File: src/rtl/pixel_row_serializer.sv
// Purpose: buffers one pixel row and streams it out OUTPUT_BUS_PIXEL_WIDTH pixels per beat with SOF/EOL/EOF markers.
// Latency: row accepted at edge N presents beat 0 in the cycle after edge N; one beat per cycle, no gap between rows.
// Backpressure: beat held stable while DATA_OUT_READY is low; ROW_READY rises only when the buffer drains (zero-bubble hand-over).
module pixel_row_serializer #(
    parameter int WIDTH                  = 4,
    parameter int HEIGHT                 = 4,
    parameter int OUTPUT_BUS_PIXEL_WIDTH = 2,
    parameter int BIT_DEPTH              = 8
) (
    input  logic                                        SYSTEM_CLK,
    input  logic                                        SYSTEM_RESET_N,
    input  logic                                        ROW_VALID,
    input  logic [WIDTH*BIT_DEPTH-1:0]                  ROW_DATA,
    output logic                                        ROW_READY,
    input  logic                                        FLUSH,
    output logic                                        DATA_OUT_VALID,
    input  logic                                        DATA_OUT_READY,
    output logic [OUTPUT_BUS_PIXEL_WIDTH*BIT_DEPTH-1:0] DATA_OUT,
    output logic                                        DATA_OUT_SOF,
    output logic                                        DATA_OUT_EOL,
    output logic                                        DATA_OUT_EOF,
    output logic [$clog2(HEIGHT)-1:0]                   ROW_INDEX
);

    localparam int BEATS  = WIDTH / OUTPUT_BUS_PIXEL_WIDTH;
    localparam int BEAT_W = OUTPUT_BUS_PIXEL_WIDTH * BIT_DEPTH;
    localparam int ROW_W  = WIDTH * BIT_DEPTH;
    // A single-beat row still needs a one-bit counter to keep the vector legal.
    localparam int BCW    = (BEATS > 1) ? $clog2(BEATS) : 1;
    localparam int RCW    = $clog2(HEIGHT);

    localparam logic [BCW-1:0] LAST_BEAT = BCW'(BEATS - 1);
    localparam logic [RCW-1:0] LAST_ROW  = RCW'(HEIGHT - 1);

    logic [ROW_W-1:0]  row_buf_q, row_buf_d;
    logic              full_q, full_d;
    logic [BCW-1:0]    beat_q, beat_d;
    logic [RCW-1:0]    row_q, row_d;

    logic              last_beat;
    logic              beat_acc;
    logic              last_beat_acc;
    logic              row_rdy;
    logic              row_acc;
    logic [BEAT_W-1:0] beat_dat;

    // Handshakes and next-state: flush wins, then the draining beat, then a new row overrides the drain.
    always_comb begin
        last_beat     = (beat_q == LAST_BEAT);
        beat_acc      = full_q & DATA_OUT_READY;
        last_beat_acc = beat_acc & last_beat;
        row_rdy       = SYSTEM_RESET_N & ~FLUSH & (~full_q | last_beat_acc);
        row_acc       = ROW_VALID & row_rdy;

        row_buf_d = row_buf_q;
        full_d    = full_q;
        beat_d    = beat_q;
        row_d     = row_q;

        if (FLUSH) begin
            full_d = 1'b0;
            beat_d = '0;
            row_d  = '0;
        end else begin
            if (beat_acc) begin
                if (last_beat) begin
                    full_d = 1'b0;
                    beat_d = '0;
                    row_d  = (row_q == LAST_ROW) ? '0 : row_q + RCW'(1);
                end else begin
                    beat_d = beat_q + BCW'(1);
                end
            end
            if (row_acc) begin
                row_buf_d = ROW_DATA;
                full_d    = 1'b1;
                beat_d    = '0;
            end
        end
    end

    // State registers; reset discards any partial row and restarts the frame at row 0.
    always_ff @(posedge SYSTEM_CLK or negedge SYSTEM_RESET_N) begin
        if (!SYSTEM_RESET_N) begin
            row_buf_q <= '0;
            full_q    <= 1'b0;
            beat_q    <= '0;
            row_q     <= '0;
        end else begin
            row_buf_q <= row_buf_d;
            full_q    <= full_d;
            beat_q    <= beat_d;
            row_q     <= row_d;
        end
    end

    // Select the current beat's pixels from the row buffer, lowest pixel in lane 0.
    always_comb begin
        beat_dat = '0;
        for (int k = 0; k < BEATS; k++) begin
            if (beat_q == BCW'(k)) begin
                beat_dat = row_buf_q[k*BEAT_W +: BEAT_W];
            end
        end
    end

    // Output bus and markers are forced to zero whenever no beat is held.
    always_comb begin
        ROW_READY      = row_rdy;
        DATA_OUT_VALID = full_q;
        DATA_OUT       = full_q ? beat_dat : '0;
        DATA_OUT_SOF   = full_q & (row_q == '0) & (beat_q == '0);
        DATA_OUT_EOL   = full_q & last_beat;
        DATA_OUT_EOF   = full_q & last_beat & (row_q == LAST_ROW);
        ROW_INDEX      = row_q;
    end

endmodule

File: config.mk
export PLATFORM = sky130hd
export DESIGN_NAME = pixel_row_serializer
export DESIGN_NICKNAME = d
export VERILOG_FILES = /design/src/rtl/pixel_row_serializer.sv
export SDC_FILE = /design/constraint.sdc
export NUM_CORES = 1
export LEC_CHECK = 0
export ABC_CLOCK_PERIOD_IN_PS = 2200
export CAP_MARGIN = 20
export CORE_ASPECT_RATIO = 0.8
export CORE_UTILIZATION = 38
export DETAILED_ROUTE_END_ITERATION = 7
export PLACE_DENSITY = 0.68
export SLEW_MARGIN = 20
export SYNTH_ARGS = -nofsm -noshare
export SYNTH_HDL_FRONTEND = slang
export SYNTH_SLANG_ARGS = --single-unit
File: constraint.sdc
create_clock -name SYSTEM_CLK -period 2.2 [get_ports SYSTEM_CLK]
set_input_delay 0.44 -clock SYSTEM_CLK [delete_from_list [all_inputs] [get_ports SYSTEM_CLK]]
set_output_delay 0.44 -clock SYSTEM_CLK [all_outputs]
set_load 0.02 [all_outputs]
==> results.md, run 1 <==
- Internal power: 1.33 mW
- Pwr Density: 702 nW/um^2
- Pre-CTS setup slack: -85.5 ps
- Die Y: 62.3 um
- Max-cap violation count: 0
- Syn_area_per_cell: 13.3 sq um
- Sw frac: 0.260
- 1st-pass router iterations: 4
- Post-synth cell types: 22
- Core Area: approximately 4300 sq um
- CTS Hold Bufs: 0
- Syn nets: 169
- H-tree Lvls: 2
- DRC violations left: 0
- Design area: approximately 2600 sq um
- Crit Path Category: reg2out
- Top cell type's share of synthesized area: 0.521
- Setup WS post-layout: 123 ps
- Crit path cell chain: ha_1, and3_1, clkdlybuf4s50_1
- Status: finished, final reports clean
- Clk_skew: about 7.3 ps
- Rows: 21
- NumNets Final: roughly 240
- Final setup vio count: 0
- Clk_lat worst skew: 290 ps
- Slew @ Worst Pin: between 400 and 500 ps
- Yosys warnings: 0
- Yosys top cell by area: dfrtp_1
- Starting Density: 0.403
- R2r worst-path depth: 6
- Clock buffer depth: 2
- Crit path launch type: flip-flop
- Area delta synth->final: 48.0%
- Vias: about 1200
- Crit. End Element: output pin
- Diode count: 0
- First-pass GRT wire length: approximately 6.3 mm
- Maximum VDD drop: roughly 0.45 mV
- Clock transition at the registers of the reported paths: 70 ps
- Final Hold Fails: 0
- Comb pwr share: 0.248
- Period utilization: 0.944
- Register area share after synthesis: 0.521
- RSZ-0062 raised after global routing: no
- CTS tree: built
- Critical Path RT: between 1500 and 2000 ps
- Layout cells sized above 1: 0.260
- Clock net sink count: 36
- DIE AREA: 4820 sq um
- DP Area: 2430 sq um
- Ports: 60
- DP Wirelength: 2.63 mm
- Commonest non-fill, non-tap cell in the layout: clkdlybuf4s50_1
- Detailed Route WL: approximately 3.7 mm
- Die W: 77.4 um
- Gr ovfl total: 0
- Gpl congestion: about 0.73
- CTS Buf Count: 5
- Worst Hold Class: in2async
- Slew Viols, Final: 0
- Arr. time, crit path: around 1600 ps
- Sw Pwr: 0.466 mW
- Most frequent cells in the layout: clkdlybuf4s50_1 (40), dfrtp_1 (36), mux2_2 (32), mux2i_1 (17), nor2b_1 (16)
- #FFs+latches synth: 36
- Leakage: between 1 and 1.5 nW
- Clock power frac: 0.267
- Crit-path slowest cell: clkdlybuf4s50_1
- I/O Buffers: 59
- Total power: 1.79 mW
- Minimum clock period: 2080 ps
- DRT antenna net count: 0
- Pin count of the biggest net entering global routing: 37
- Fin Setup TNS: 0 ps
- Synth top area cells: dfrtp_1 (52%), mux2_2 (21%), mux2i_1 (9.8%)
- Routed length per placed instance: approximately 14 um
- Clk root buf: clkbuf_8
- Post-CTS setup buffers: 0
- Worst Path Max Fanout: 5
- Crit-path max cell delay: 590 ps
- Vias in the first global route: 1332
- Iteration-0 DRC count of the detailed router: 54
- Post-Syn Area: 1730 sq um
- CTS-repair resized insts: 3
- Normalized max-slew margin: 0.697
- Antenna violations before repair: 0
- Max Fclk: a little under 500 MHz
- Flop pwr share: 0.485
- Total GRT Usage: 0.172
- Gate Count Post-Synth: 130
- Vias per inst: 4.84
[power by group through the flow]
stage | sequential [mW] | combinational [mW] | clock, mW
floorplan | 0.866 | 0.269 | 0
global placement | 0.873 | 0.445 | 0
detailed placement | 0.884 | 0.459 | 0
CTS | 0.871 | 0.458 | 0.491
global route | 0.891 | 0.483 | 0.533
finish | 0.871 | 0.445 | 0.478
[cell usage after synthesis, drive strengths merged]
master and count:
a21boi 1, a21oi 1, a31o 1, and2 1
and3 1, buf 5, clkbuf 2, dfrtp 36
ha 2, inv 3, mux2 32, mux2i 17
nand2 4, nand3 1, nor2 2, nor2b 16
nor3 2, nor3b 1, or3 1, xor2 1
[final timing paths]
path	start	slack, ps	endpoint
max	ROW_INDEX[0]	120	DATA_OUT_EOF
min	SYSTEM_RESET_N	220	ROW_INDEX[0]
max reg2reg	beat_q	440	row_buf_q[30]
min reg2reg	row_buf_q[11]	510	row_buf_q[11]
max in group asynchronous	SYSTEM_RESET_N	1650	row_buf_q[26]
min in group SYSTEM_CLK	row_buf_q[11]	510	row_buf_q[11]
[per-stage QoR]
stage	hold WS, ps	cells	util
global placement	489	249	0.568
detailed placement	495	249	0.568
finish	221	257	0.597
floorplan	144	130	-
global route	255	257	0.597
CTS	241	257	0.588
[kinds of logic (layout without fill, tap and decap cells)]
| kind of cell | count (synthesis) | in the layout | share of synthesized area |
|---|---|---|---|
| simple gates | 29 | 29 | 0.101 |
| mux | 49 | 49 | 0.307 |
| flops | 36 | 36 | 0.521 |
| fa+ha+maj | 2 | 2 | 0.0145 |
| compound gates | 3 | 3 | 0.0145 |
| buf+inv | 10 | 80 | 0.0362 |
| xor+xnor | 1 | 1 | 0.00507 |
[critical path, delay by kind of cell, from the launching register on]
kind | cells | cell delay [ps]
flip-flops | 1 | 420
adder cells (fa/ha/maj) | 1 | 190
AND/OR/NAND/NOR | 1 | 150
buffers and inverters | 1 | 590
[flip-flops by register name, summed over array words and instances (netlist names)]
register        cells
beat_q              1
row_buf_q          32
ROW_INDEX           2
DATA_OUT_VALID      1
[layer usage]
layer  vias to the layer above  global-route usage  routed length (um)
met2                        32               0.277                1900
met5                         -                   0                   0
li1                        584                   -                   -
met4                         0              0.0566                  53
met1                       623               0.220                1580
met3                         5              0.0515                 166
[final cells by class]
class	instances	area [sq um]
clock buffer	8	90.1
inverter	3	11.3
multi-input combinational	84	764
timing repair buffer	69	719
tap	57	71.3
fill	356	1730
sequential	36	901
(Power assumes the default switching activity.)
==> run 2, diff against run 1 <==
- ABC_CLOCK_PERIOD_IN_PS: 2200 -> 1900
- CORE_MARGIN: not set -> 3
- PLACE_DENSITY: 0.68 -> 0.71
- clock period: 2.2 -> 1.9 ns (I/O delays scaled with it)
==> results.md, run 2 (same netlist as run 1, synthesis figures left out) <==
- Largest register by flop count: row_buf_q
- Clock power frac: 0.268 (about the same)
- Pwr Density: 833 nW/um^2 (+19%)
- Minimum clock period: 1840 ps
- Max Fclk: 543 MHz
- DP Area: 2440 sq um (+0.31%)
- Fill cells: 358 (+0.56%)
- Global-route track usage on met1: 0.163 (-0.0568)
- Most used routing layer: met2
- Max reg flops: 32 (unchanged)
- Maximum VDD drop: 0.464 mV (+3.8%)
- Slew @ Worst Pin: 448 ps (-6.99 ps)
- First-pass GRT wire length: 6.02 mm (-3.8%)
- Leakage: 1.07 nW (-17%)
- 1st-pass router iterations: 3 (-1)
- Rows: 21 (unchanged)
- Slew Viols, Final: 0 (unchanged)
- Vias: 1238 (-0.48%)
- DRT antenna net count: 0 (unchanged)
- DP Wirelength: 2.87 mm (+9.1%)
- Period utilization: 0.969
- Met2 usage: 0.278 (+0.00191)
- Total GRT Usage: 0.150 (-0.0212)
- NumNets Final: 240 (+0.84%)
- Status: finished, final reports clean
- Clock buffer depth: 2 (unchanged)
- Clk_skew: 8.76 ps (+1.45 ps)
- CTS tree: built
- CTS Buf Count: 5 (unchanged)
- Commonest non-fill, non-tap cell in the layout: clkdlybuf4s50_1
- Ports: 60 (unchanged)
- Normalized max-slew margin: 0.701 (+0.00466)
- Die W: 81.4 um (+5.2%)
- Final Hold Fails: 0 (unchanged)
- Core Area: 4280 sq um (unchanged)
- Diode count: 0 (unchanged)
- Layout cells sized above 1: 0.356 (+0.0964)
- Worst Hold Class: in2async
- Pin count of the biggest net entering global routing: 37 (unchanged)
- Final setup vio count: 0 (unchanged)
- DRC violations left: 0 (unchanged)
- Sw frac: 0.267 (+0.00699)
- Vias per inst: 4.78 (-1.3%)
- Arr. time, crit path: 1460 ps (-180 ps)
- DIE AREA: 5400 sq um (+12%)
- Clk root buf: clkbuf_8
- Iteration-0 DRC count of the detailed router: 60 (+11%)
- GR Layer Usage met3: 0.0381 (-0.0133)
- Design area: 2490 sq um (-2.6%)
- Crit Path Category: reg2out
- Setup WS post-layout: 59.3 ps (-63.7 ps)
- Critical Path RT: 1520 ps (-240 ps)
- Clk_lat worst skew: 280 ps (about the same)
- Internal power: 1.52 mW (+15%)
- H-tree Lvls: 2 (unchanged)
- Antenna violations before repair: 0 (unchanged)
- Vias in the first global route: 1326 (-0.45%)
- Total power: 2.07 mW (+16%)
- Worst Path Max Fanout: 13 (+8)
- Dpl cells: 250 (+0.40%)
- Max-cap violation count: 0 (unchanged)
- Pre-CTS setup slack: -258 ps (-173 ps)
- Comb pwr share: 0.243 (-0.005)
- Routed length per placed instance: 14.7 um (+2.3%)
- Clock net sink count: 36 (unchanged)
- Crit path launch type: flip-flop
- Detailed Route WL: 3.81 mm (+3.1%)
- Non-filler cells, final: 259 (+0.78%)
- Flop pwr share: 0.489 (+0.004)
- Crit. End Element: output pin
- Sw Pwr: 0.553 mW (+19%)
- Area delta synth->final: 44.1%
- Gr ovfl total: 0 (unchanged)
- Fin Setup TNS: 0 ps (unchanged)
- CTS Hold Bufs: 0 (unchanged)
- Die Y: 66.3 um (+6.4%)
- Most frequent cells in the layout: clkdlybuf4s50_1 (38), dfrtp_1 (35), mux2_2 (32), mux2i_1 (16), nor2b_1 (16)
- Gpl congestion: 0.700 (-3.8%)
- I/O Buffers: 59 (unchanged)
- Clock transition at the registers of the reported paths: 70 ps (about the same)
- R2r worst-path depth: 6 (unchanged)
- Starting Density: 0.403 (unchanged)
==> run 2: cell types whose count changed in the layout (fill, tap and decap cells not counted) <==
cell and change:
dlymetal6s2s_1 -15, clkbuf_2 +14, clkdlybuf4s15_1 +3, clkbuf_1 -2
clkdlybuf4s50_1 -2, clkinv_2 +2, buf_4 +1, clkbuf_16 +1
dfrtp_1 -1, dfrtp_2 +1, mux2i_1 -1, mux2i_2 +1
==> run 2: timing repair <==
action | CTS | global route
setup buffers | 0 | 0
setup endpoints to repair | 20 | 14
gates resized for setup | 20 | 34
gates cloned | 0 | 1
==> run 2: final cells by class <==
| cell class | count | area, sq um | share of cell area |
|---|---|---|---|
| multi-input cells | 84 | 768 | 0.309 |
| repair buffers | 71 | 644 | 0.259 |
| inverters | 3 | 11.3 | 0.00452 |
| flip-flops and latches | 36 | 902 | 0.362 |
| clock inverters | 2 | 10.0 | 0.00402 |
| clock buffers | 6 | 82.6 | 0.0332 |
| well taps | 57 | 71.3 | 0.0286 |
==> run 2: per-layer routing <==
layer / share of wire / wire length (um)
met2: 0.56 / 2140
met5: 0 / 0
met1: 0.38 / 1450
met4: 0.015 / 57
met3: 0.041 / 157
==> run 2: path summary, 6_finish.rpt <==
check	slack, ps	endpoint	start
max in group asynchronous	1400	beat_q	SYSTEM_RESET_N
worst min-delay path	160	row_buf_q[27]	SYSTEM_RESET_N
min in group SYSTEM_CLK	510	row_buf_q[3]	row_buf_q[3]
worst min register to register	510	row_buf_q[3]	row_buf_q[3]
worst max register to register	170	row_buf_q[13]	beat_q
worst max-delay path	60	DATA_OUT_VALID	DATA_OUT_VALID
==> run 2: worst max-delay path, stage by stage (launching register included) <==
cell	delay (ps)
dfrtp_1	370
buf_4	190
clkdlybuf4s50_1	620
==> run 2: through the flow <==
stage / hold slack, ps / util
floorplan: 84.4 / -
global placement: 475 / 0.570
detailed placement: 486 / 0.570
CTS: 170 / 0.586
global route: 197 / 0.581
finish: 156 / 0.581
==> run 2: power by group through the flow <==
stage               Sequential [mW]  Combinational (mW)  Clock [mW]
floorplan                      1.00               0.311           0
global placement               1.01               0.516           0
detailed placement             1.03               0.535           0
CTS                            1.01               0.511       0.580
global route                   1.03               0.553       0.612
finish                         1.01               0.505       0.555
==> run 3, diff against run 2 <==
- ABC_CLOCK_PERIOD_IN_PS: 1900 -> not set
- SKIP_CTS_REPAIR_TIMING: not set -> 1
- clock period: 1.9 -> 1.5 ns (I/O delays scaled with it)
==> results.md, run 3 (same netlist as run 1, synthesis figures left out) <==
- Status: finished with violations
- Failing checks: negative hold slack, negative setup slack
- Leakage: 1.17 nW (+9.1%)
- GR Layer Usage met3: 0.0368 (-0.00136)
- Core Area: 4280 sq um (unchanged)
- Ports: 60 (unchanged)
- CTS Buf Count: 5 (unchanged)
- Crit path cell chain: clkdlybuf4s50_1, a21boi_4, buf_4, nor3_4, buf_12, mux2_2
- NumNets Final: 246 (+2.5%)
- Final Hold Fails: 3 (+3)
- DP Wirelength: 2.88 mm (+0.46%)
- CTS tree: built
- Gr ovfl total: 0 (unchanged)
- H-tree Lvls: 2 (unchanged)
- DRC violations left: 0 (unchanged)
- Clk_skew: 5.61 ps (-3.15 ps)
- RSZ-0062 raised after global routing: yes
- Starting Density: 0.403 (unchanged)
- Most used routing layer: met2
- Rows: 21 (unchanged)
- Met2 usage: 0.266 (-0.0122)
- Antenna violations before repair: 0 (unchanged)
- Layout cells sized above 1: 0.418 (+0.0618)
- Max Fclk: 592 MHz
- Minimum clock period: 1690 ps
- Worst Path Buf+Inv: 3 (+1)
- Pin count of the biggest net entering global routing: 27 (-27%)
- Clock net sink count: 36 (unchanged)
- Area delta synth->final: 49.6%
- Arr. time, crit path: 1850 ps (+390 ps)
- Crit. End Element: flip-flop
- Vias: 1290 (+4.2%)
- Diode count: 0 (unchanged)
- Normalized max-slew margin: 0.832 (+0.130)
- Crit path launch type: input pin
- Crit-path max cell delay: 530 ps (-90 ps)
- Worst Path Max Fanout: 26 (+13)
- Max-cap violation count: 0 (unchanged)
- Core Util, Final: 0.604 (+0.0222)
- DRT antenna net count: 0 (unchanged)
- I/O Buffers: 59 (unchanged)
- Max reg flops: 32 (unchanged)
- Detailed Route WL: 3.84 mm (+0.68%)
- Crit Path Category: in2reg
- Total GRT Usage: 0.150 (-0.000305)
- Setup WS post-layout: -188 ps (-247 ps)
- Largest register by flop count: row_buf_q
- Slew Viols, Final: 0 (unchanged)
- Maximum VDD drop: 0.688 mV (+48%)
- Iteration-0 DRC count of the detailed router: 34 (-43%)
- Gpl congestion: 0.729 (+4.1%)
- Critical Path RT: 1660 ps (+140 ps)
- Clock transition at the registers of the reported paths: 70 ps (about the same)
- First-pass GRT wire length: 6.18 mm (+2.8%)
- Die W: 81.4 um (unchanged)
- Slew @ Worst Pin: 253 ps (-195 ps)
- Vias in the first global route: 1372 (+3.5%)
- Final setup vio count: 50 (+50)
- Period utilization: 1.13
- Clock buffer depth: 2 (unchanged)
- Routed length per placed instance: 14.5 um (-1.6%)
- DIE AREA: 5400 sq um (unchanged)
- 1st-pass router iterations: 4 (+1)
- Vias per inst: 4.87 (+1.8%)
- Crit-path slowest cell: clkdlybuf4s50_1
- Global-route track usage on met1: 0.174 (+0.0110)
- Worst Hold Class: in2async
- Hold slack: -1.16 ps (-158 ps)
- Pre-CTS setup slack: -526 ps (-268 ps)
- Clk_lat worst skew: 280 ps (about the same)
- Clk root buf: clkbuf_8
- Die Y: 66.3 um (unchanged)
- Fill cells: 332 (-7.3%)
- Most frequent cells in the layout: dfrtp_1 (35), clkdlybuf4s50_1 (35), mux2_2 (32), buf_4 (19), mux2i_1 (17)
- Pwr Density: 1100 nW/um^2 (+32%)
- Cell family with most CP delay: buffers and inverters
run 3: changes by cell type in the layout (fill, tap and decap cells not counted), moves of 2 or more:
cell | before | now
buf_2 | 1 | 12
dlygate4sd2_1 | 3 | 0
clkinv_2 | 2 | 0
clkbuf_2 | 14 | 1
clkdlybuf4s50_1 | 38 | 35
clkdlybuf4s15_1 | 3 | 0
buf_4 | 9 | 19
buf_6 | 0 | 5
dlymetal6s2s_1 | 0 | 3
run 3: area by class of cell:
type	count	area [sq um]	area share
multi-input cells	84	787	0.304
clock inverters	1	30.0	0.0116
inverters	3	11.3	0.00436
repair buffers	77	687	0.266
flip-flops and latches	36	902	0.349
clock buffers	7	96.3	0.0373
well taps	57	71.3	0.0276
run 3: routing by layer:
metal / vias to the layer above / wire length [um]
met1: 652 / 1620
met5: - / 0
li1: 599 / -
met2: 34 / 1980
met3: 5 / 194
met4: 0 / 41
run 3: worst reg2reg max path, cell delays in order (launching register included):
cell and delay [ps]:
dfrtp_1 430, buf_6 140, a21boi_4 50, buf_4 140
nor3_4 230, buf_12 210, mux2_2 360
run 3: power breakdown:
part           switching (mW)  leakage [nW]  internal [mW]  total (mW)
registers               0.106         0.433           1.18        1.28
clock network           0.327        0.0645          0.586       0.913
logic                   0.256         0.671          0.387       0.643
total                   0.689          1.17           2.15        2.84
run 3: worst paths after layout:
kind / startpoint / to / slack, ps / cells past startpoint
min in group SYSTEM_CLK: row_buf_q[8] / row_buf_q[8] / 510 / 1
max reg2reg: beat_q / row_buf_q[7] / -170 / 6
min: SYSTEM_RESET_N / row_buf_q[1] / -1 / 2
max: DATA_OUT_READY / row_buf_q[7] / -190 / 6
max in group asynchronous: SYSTEM_RESET_N / row_buf_q[16] / 1250 / 3
min reg2reg: row_buf_q[8] / row_buf_q[8] / 510 / 1
run 3: stage by stage:
step           cells  instance area [sq um]  TNS [ps]  power, mW  hold slack (ps)
3_5_place_dp     255                   2470    -20460       1.99              312
5_1_grt          265                   2580     -9630       2.99             11.9
4_1_cts          263                   2600    -16660       2.90             2.83
2_1_floorplan    130                   1740     -2470       1.67             4.41
6_report         265                   2580     -7210       2.84            -1.16
3_3_place_gp     255                   2470    -18880       1.94              318
